**config.mk**
```make
export PLATFORM = sky130hd
export DESIGN_NAME = ifetch
export DESIGN_NICKNAME = d
export VERILOG_FILES = /design/src/rtl/typepkg.sv /design/src/rtl/fetch_queue.sv /design/src/rtl/ifetch.sv
export SDC_FILE = /design/constraint.sdc
export NUM_CORES = 1
export LEC_CHECK = 0
export CORE_MARGIN = 2
export CORE_UTILIZATION = 40
export CTS_CLUSTER_DIAMETER = 50
export DETAILED_ROUTE_END_ITERATION = 10
export GPL_ROUTABILITY_DRIVEN = 0
export SLEW_MARGIN = 5
export SYNTH_ARGS = -nofsm -noshare
export SYNTH_HDL_FRONTEND = slang
export SYNTH_SLANG_ARGS = --single-unit
```
**constraint.sdc**
```tcl
create_clock -name clk -period 8.35 [get_ports clk]
set_input_delay 0.835 -clock clk [delete_from_list [all_inputs] [get_ports clk]]
set_output_delay 0.835 -clock clk [all_outputs]
set_load 0.02 [all_outputs]
```
**src/rtl/typepkg.sv**
```systemverilog
// Shared types for the fetch stage: the {pc, insn} packet carried through fetch queues
// and the default reset fetch address.
package typepkg;

  localparam logic [31:0] RESET_PC_DEFAULT = 32'h0000_0000;

  typedef struct packed {
    logic [31:0] pc;
    logic [31:0] insn;
  } fetch_pkt_t;

endpackage

```
**src/rtl/fetch_queue.sv**
```systemverilog
// Synchronous FIFO of fetch packets, DEPTH a power of two >= 2. Head is visible combinationally;
// push and pop may coincide when full. Flush empties the queue in one cycle.
module fetch_queue
  import typepkg::*;
#(
  parameter int DEPTH = 2
) (
  input  logic                       clk,
  input  logic                       rst,
  input  logic                       flush,
  input  logic                       push,
  input  fetch_pkt_t                 wdata,
  input  logic                       pop,
  output fetch_pkt_t                 head,
  output logic [$clog2(DEPTH):0]     count,
  output logic                       full,
  output logic                       empty
);

  localparam int AW = $clog2(DEPTH);

  fetch_pkt_t    mem [DEPTH];
  logic [AW-1:0] rd_ptr;
  logic [AW-1:0] wr_ptr;

  always_ff @(posedge clk or posedge rst) begin
    if (rst) begin
      rd_ptr <= '0;
      wr_ptr <= '0;
      count  <= '0;
      for (int i = 0; i < DEPTH; i++) mem[i] <= '0;
    end else if (flush) begin
      rd_ptr <= '0;
      wr_ptr <= '0;
      count  <= '0;
    end else begin
      if (push) begin
        mem[wr_ptr] <= wdata;
        wr_ptr      <= wr_ptr + AW'(1);
      end
      if (pop) rd_ptr <= rd_ptr + AW'(1);
      count <= count + (AW+1)'(push) - (AW+1)'(pop);
    end
  end

  assign head  = mem[rd_ptr];
  assign full  = (count == (AW+1)'(DEPTH));
  assign empty = (count == '0);

endmodule

```
**src/rtl/ifetch.sv**
```systemverilog
// Instruction fetch: in-order word requests, queued responses toward decode (response->out_valid 1 cycle).
// Requests stall once buffered plus in-flight words reach QDEPTH; a redirect flushes and drops stale responses.
module ifetch
  import typepkg::*;
#(
  parameter logic [31:0] RESET_PC = RESET_PC_DEFAULT,
  parameter int          QDEPTH   = 2
) (
  input  logic        clk,
  input  logic        rst,
  output logic        imem_req_valid,
  input  logic        imem_req_ready,
  output logic [31:0] imem_req_addr,
  input  logic        imem_resp_valid,
  input  logic [31:0] imem_resp_data,
  input  logic        redirect_valid,
  input  logic [31:0] redirect_pc,
  output logic        out_valid,
  input  logic        out_ready,
  output logic [31:0] out_insn,
  output logic [31:0] out_pc
);

  localparam int CW = $clog2(QDEPTH) + 1;

  logic [31:0]   pc;
  logic [CW-1:0] inflight;
  logic [CW-1:0] drop;
  logic [CW-1:0] count;
  logic [CW:0]   occupancy;
  logic [CW:0]   tag_count;
  logic          req_hs;
  logic          resp_drop;
  logic          resp_keep;
  logic          q_pop;
  logic          q_full;
  logic          q_empty;
  logic          tag_full;
  logic          tag_empty;
  fetch_pkt_t    q_wdata;
  fetch_pkt_t    q_head;
  fetch_pkt_t    tag_wdata;
  fetch_pkt_t    tag_head;
  logic          tag_unused;

  assign occupancy      = (CW+1)'(count) + (CW+1)'(inflight);
  assign imem_req_valid = !rst && !redirect_valid && (occupancy < (CW+1)'(QDEPTH));
  assign imem_req_addr  = pc;
  assign req_hs         = imem_req_valid && imem_req_ready;

  // A response arriving with a redirect belongs to the abandoned stream as well.
  assign resp_drop = imem_resp_valid && (redirect_valid || (drop != '0));
  assign resp_keep = imem_resp_valid && !resp_drop;

  assign out_valid = (count != '0) && !redirect_valid;
  assign q_pop     = out_valid && out_ready;
  assign out_insn  = q_head.insn;
  assign out_pc    = q_head.pc;

  assign q_wdata   = '{pc: tag_head.pc, insn: imem_resp_data};
  assign tag_wdata = '{pc: pc, insn: 32'h0};

  always_ff @(posedge clk or posedge rst) begin
    if (rst) begin
      pc       <= RESET_PC;
      inflight <= '0;
      drop     <= '0;
    end else if (redirect_valid) begin
      pc       <= {redirect_pc[31:2], 2'b00};
      inflight <= '0;
      drop     <= drop + inflight + CW'(req_hs) - CW'(imem_resp_valid);
    end else begin
      if (req_hs) pc <= pc + 32'd4;
      inflight <= inflight + CW'(req_hs) - CW'(resp_keep);
      drop     <= drop - CW'(resp_drop);
    end
  end

  fetch_queue #(.DEPTH(QDEPTH)) u_outq (
    .clk   (clk),
    .rst   (rst),
    .flush (redirect_valid),
    .push  (resp_keep),
    .wdata (q_wdata),
    .pop   (q_pop),
    .head  (q_head),
    .count (count),
    .full  (q_full),
    .empty (q_empty)
  );

  // Tags cover dropped and live requests alike, so this FIFO survives a redirect.
  fetch_queue #(.DEPTH(2 * QDEPTH)) u_tagq (
    .clk   (clk),
    .rst   (rst),
    .flush (1'b0),
    .push  (req_hs),
    .wdata (tag_wdata),
    .pop   (imem_resp_valid),
    .head  (tag_head),
    .count (tag_count),
    .full  (tag_full),
    .empty (tag_empty)
  );

  assign tag_unused = ^{tag_head.insn, tag_count, tag_full, tag_empty, q_full, q_empty};

endmodule

```
Yosys cells after proc, flatten, opt, wreduce, memory -nomap -nowiden
Index checks and enable logic that the tools add are counted.
- flip-flop bits (word level): 428
- input bits: 70
- logic and storage cells: 86
- output and inout bits: 98
- multiplexer cells: 21
- $lt $le $gt $ge: 7
- bitwise gates (word level): 5
- add/subtract/negate cells: 14
- reductions and logical operators: 19
- operators with widths (operator ; count):
    2-to-1 mux 64 bit ; 7
    bitwise mux 256 bit ; 1
    binary-select mux 64 bit (select 2 bit) ; 1
    bitwise mux 128 bit ; 1
    demux 64 bit (select 2 bit) ; 1
    demux 64 bit (select 1 bit) ; 1
    2-to-1 mux 32 bit ; 2
    adder 32 x 3 -> 32 bit, second input constant ; 1
    nonzero test 2 bit ; 5
    logical AND 1 bit ; 9
    subtractor 2 x 1 -> 2 bit ; 4
    adder 2 x 1 -> 2 bit ; 3
    >= comparator 3 bit, second input constant ; 2
    2-to-1 mux 2 bit ; 3
    NOT 2 -> 3 bit ; 2
    adder 2 x 1 -> 2 bit, second input constant ; 2
    >= comparator 2 bit, second input constant ; 2
    2-to-1 mux 1 bit ; 4
    NOT 1 -> 2 bit ; 2
    adder 2 x 2 -> 3 bit ; 1
    logical NOT 1 bit ; 3
    < comparator 3 x 1 -> 1 bit, second input constant ; 1
    < comparator 3 x 2 -> 1 bit, second input constant ; 1
    adder 1 bit, second input constant ; 2
    5 further kinds ; 5

Depth between registers and ports, before layout
- word-level depth: 8
- mapped depth: 13
- gate-level depth less buffers: 11

Modules after synthesis
Synthesis repeated with hierarchy kept, for this count alone.
- cell total of the unflattened synthesis: 1254
- area total of the unflattened synthesis: 20822.5 um^2
- by module, submodules not included (module ; sequential area each (um^2) ; instances ; cells an instance ; area each (um^2)):
    fetch_queue at u_tagq ; 6581.3 ; 1 ; 659 ; 12584.6
    fetch_queue at u_outq ; 3303.2 ; 1 ; 361 ; 6152.2
    ifetch ; 850.8 ; 1 ; 234 ; 2085.8

Worst setup path after synthesis
No wires, ideal clock.
- kind: flip-flop to flip-flop
- start point: register inflight[0]
- end point: register inflight[1]
- path buffers: 2
- cell stages (with the launch flop): 14
- setup slack: 5.417 ns
- data arrival time: 2.802 ns
- period minus slack after synthesis: 2.933 ns
- library setup time: 0.131 ns
- data required time: 8.219 ns
- cell sequence: dfrtp_1 -> and2_1 -> fa_1 -> or4_4 -> clkinv_4 -> nand2_4 -> buf_6 -> buf_2 -> ha_1 -> inv_1 -> ha_1 -> xor2_1 -> xnor2_1 -> nor2_1
- cells in the longest elaborated chain, start to end: 7
- ends and longest elaborated chain (element ; line ; text):
    start: declaration ; ifetch.sv:27 ; logic [CW-1:0] inflight;
    start signal: assignment ; ifetch.sv:74 ; inflight <= inflight + CW'(req_hs) - CW'(resp_keep);
    adder 2 x 2 -> 3 bit ; ifetch.sv:46 ; assign occupancy = (CW+1)'(count) + (CW+1)'(inflight);
    < comparator 3 x 2 -> 1 bit ; ifetch.sv:47 ; assign imem_req_valid = !rst && !redirect_valid && (occupancy < (CW+1)'(QDEPTH));
    logical AND 1 bit ; ifetch.sv:47 ;
    net imem_req_valid ; ifetch.sv:11 ; output logic imem_req_valid,
    logical AND 1 bit ; ifetch.sv:49 ; assign req_hs = imem_req_valid && imem_req_ready;
    adder 2 x 1 -> 2 bit ; ifetch.sv:74 ;
    subtractor 2 x 1 -> 2 bit ; ifetch.sv:74 ;
    2-to-1 mux 2 bit ; ifetch.sv:68 ; end else if (redirect_valid) begin
The timed path passes the listed nets, and every way through them passes these cells.
A chain may end at the register's enable or synchronous reset.

Final worst setup path
- start point: register u_outq.rd_ptr
- end point: output port out_pc[20]
- cells in the longest elaborated chain, start to end: 4
- ends and longest elaborated chain (element ; line ; text):
    start: declaration ; fetch_queue.sv:23 ; logic [AW-1:0] rd_ptr;
    start signal: assignment ; fetch_queue.sv:41 ; if (pop) rd_ptr <= rd_ptr + AW'(1);
    NOT 1 -> 2 bit (not written as such) ; fetch_queue.sv:46 ; assign head = mem[rd_ptr];
    2-to-1 mux 64 bit (not written as such) (3 in a row) ; fetch_queue.sv:46 ;
    end: declaration ; ifetch.sv:21 ; output logic [31:0] out_pc
Every way passes these cells. The select of a mux whose other input is x is not followed.

==> key figures <==
Status
  • Status: completed

Pwr
  • Switching part of the total: 29.32%
  • Internal power: 4.071 mW
  • Clock share of power: 27.5%
  • Peak VDD IR: 137.5 uV
  • Pleak: 7.327 nW
  • Sequential power share: 39.7%
  • Combinational Power Share: 32.8%
  • NetSw: 1.689 mW
  • PwrDens: 350.9 nW/um^2

Floorplanning
  • Core area: 32620 um^2
  • Die W: 186.2 um
  • Total die area: 34660 um^2
  • Num ports: 168
  • Die height: 186.2 um
  • Starting Density: 40.69%
  • Floorplan row count: 66

Logic synthesis
  • Synthesis Warnings: 0
  • Mapped Avg Cell Area: 14.38 um^2
  • Post-Syn Instances: 923
  • Main synth FF type: dfrtp_1
  • Post-synth ARST share: 100.0%
  • #FFs+latches synth: 286
  • Sequential share of the synthesized area: 53.92%
  • Distinct cells, synth: 55
  • Post-synth EDFFs: 0
  • Post-Synthesis Cell Area: 13270 um^2

Worst setup path
  • Startpoint Class: flip-flop
  • Reg2reg setup slack: 4670 ps
  • Slowest Stage Delay on Critical Path: 710 ps
  • Worst Setup SP: u_outq.rd_ptr$_DFFE_PP0P_
  • Arr. time, crit path: 2900 ps
  • Critical path type: reg2out
  • Reg-to-reg critical path startpoint: inflight[0]$_DFF_PP0_
  • Cell family with most CP delay: buffers and inverters
  • CP max-delay cell: dfrtp_2
  • CP bufs+invs: 2
  • Cell Chain, Critical Path: buf_4, mux2_2, clkdlybuf4s50_1
  • Worst setup endpoint: out_pc[20]
  • Req. time, crit path: 7520 ps
  • Max FO, Critical Path: 46
  • R2r worst-path depth: 8
  • Worst path depth: 3
  • RR Endpoint: u_tagq.mem[177]$_DFFE_PP0P_
  • CP Capture Type: output port

Finish
  • Final core utilization: 50.32%
  • Footprint of the multi-input gates: 5715 um^2
  • Fillers: 2841
  • Share of cells above drive strength 1: 38.60%
  • Most frequent cells in the layout: dfrtp_1 (283), mux2_2 (277), clkdlybuf4s50_1 (160), clkbuf_16 (39), nand2_1 (37)
  • Cell area after layout: 16410 um^2
  • Register Area: 7161 um^2
  • ANT cells: 0
  • Fin nets: 1144
  • Layout area overhead: 23.66%
  • Non-filler cells, final: 1530
  • Commonest non-fill, non-tap cell in the layout: dfrtp_1

Placement
  • Detail Placement HPWL: 18820 um
  • Placed inst area: 15180 um^2
  • # port buffers: 161
  • DP Cell Count: 1464
  • Pre-CTS setup slack: 4350 ps

Detailed routing
  • Post-Route WL: 29880 um
  • Met3 wire length: 1887 um
  • First drt pass iteration count: 5
  • Met1 wire length: 13740 um
  • Routed len/inst: 19.53 um
  • DR top layer: met5
  • DR iter-0 viols: 368
  • Routed vias/inst: 5.335
  • Residual DRC count: 0
  • Antenna Nets Post-Route: 0
  • Met2 routed WL: 13640 um
  • Vias post-DR: 8163

GRT
  • Gr usage total: 17.62%
  • Number of global-route vias before repair: 8294
  • Gr ovfl total: 0
  • Global-route wire length before repair: 47560 um
  • Largest net degree at the start of global routing: 185
  • Antenna violations before repair: 1

Timing
  • Worst Max-Slew Pin Slew: 1085 ps
  • Worst rel slew slack: 27.68%
  • Final setup fails: 0
  • Final Cycle Share: 44.72%
  • Final Hold Viols: 0
  • Setup TNS: 0 ps
  • Worst Clk Skew: 20.89 ps
  • Unrepaired setup endpoints after global routing: no
  • Min cycle time layout: 3734 ps
  • Final worst slack: 4616 ps
  • Max Slew Vio Count: 0
  • Fmax: 0.2678 GHz

Clock network
  • Post-CTS Setup Bufs: 0
  • Clock-pin slew on the worst setup and hold paths: 50 ps
  • CTS Hold Bufs: 0
  • CTS tree: yes
  • Clock Sinks: 286
  • CTS buffer count: 37
  • Post_cts resized: 0
  • Clock root buffer: clkbuf_16
  • CTS H-tree depth: 2
  • Clock tree buffer depth: 3
  • Worst-skew pair later-pin latency: 510 ps

Flow run
  • Number of max-cap violations: 0

Hold path
  • Worst Hold Class: reg2reg
[sequential cells by signal (all words and copies together) (netlist names)]
register / flops
u_outq.wr_ptr: 1
u_tagq.wr_ptr: 2
drop: 2
u_outq.mem: 124
inflight: 2
u_tagq.rd_ptr: 2
imem_req_addr: 30
u_outq.count: 2
u_outq.rd_ptr: 1
u_tagq.mem: 120
[how the worst min path moves through the flow]
| stage | endpoint | cells past startpoint | from |
|---|---|---|---|
| finish | drop[1]$_DFF_PP0_ | 1 | drop[1]$_DFF_PP0_ |
| global route | drop[1]$_DFF_PP0_ | 1 | drop[1]$_DFF_PP0_ |
| CTS | drop[1]$_DFF_PP0_ | 1 | drop[1]$_DFF_PP0_ |
| detailed placement | drop[1]$_DFF_PP0_ | 1 | drop[1]$_DFF_PP0_ |
| global placement | drop[1]$_DFF_PP0_ | 1 | drop[1]$_DFF_PP0_ |
| floorplan | drop[1]$_DFF_PP0_ | 1 | drop[1]$_DFF_PP0_ |
[through the flow]
step | total power, mW | hold slack (ps)
2_1_floorplan | 3.555 | 447.4
3_3_place_gp | 4.178 | 466.7
3_5_place_dp | 4.226 | 467.7
4_1_cts | 5.837 | 480.2
5_1_grt | 6.093 | 502.5
6_report | 5.760 | 482.7
[power by group through the flow]
stage | clock, mW | combinational (mW) | sequential [mW]
2_1_floorplan | 0 | 1.40 | 2.15
3_3_place_gp | 0 | 1.89 | 2.29
3_5_place_dp | 0 | 1.92 | 2.31
4_1_cts | 1.62 | 1.92 | 2.29
5_1_grt | 1.69 | 2.04 | 2.37
6_report | 1.58 | 1.89 | 2.29
[cell usage after synthesis, drive strengths merged, types with 6 or more instances]
library cell | n | area share (%)
and2 | 6 | 0.28
and4 | 7 | 0.46
buf | 36 | 1.7
clkbuf | 38 | 1.1
dfrtp | 286 | 54
ha | 11 | 1.0
inv | 13 | 0.37
mux2 | 307 | 27
mux4 | 30 | 5.1
nand2 | 43 | 1.3
nand3 | 19 | 0.72
nand4 | 9 | 0.47
nor2 | 8 | 0.23
o211ai | 11 | 0.62
o311ai | 16 | 1.1
or4 | 10 | 0.59
xnor2 | 7 | 0.46
[area by class of cell]
cell class | count | share of cell area [%]
flip-flops and latches | 286 | 43.63
clock inverters | 12 | 0.9148
well taps | 442 | 3.369
inverters | 15 | 0.3964
clock buffers | 54 | 6.594
repair buffers | 170 | 10.28
multi-input cells | 551 | 34.82
[per-layer routing]
| layer | vias up | track usage [%] |
|---|---|---|
| met3 | 47 | 3.583 |
| met4 | 2 | 4.976 |
| li1 | 3667 | - |
| met2 | 242 | 27.51 |
| met1 | 4205 | 25.02 |
| met5 | - | 0 |
[cell families after synthesis]
family / count (synthesis) / share of synthesized area [%]
compound gates: 55 / 3.196
xor+xnor: 10 / 0.6599
fa+ha+maj: 13 / 1.339
buf+inv: 89 / 3.233
flops: 286 / 53.92
mux: 340 / 32.21
other cells: 1 / 0.02825
simple gates: 129 / 5.411
No activity file was read; power rests on OpenSTA's default activity.
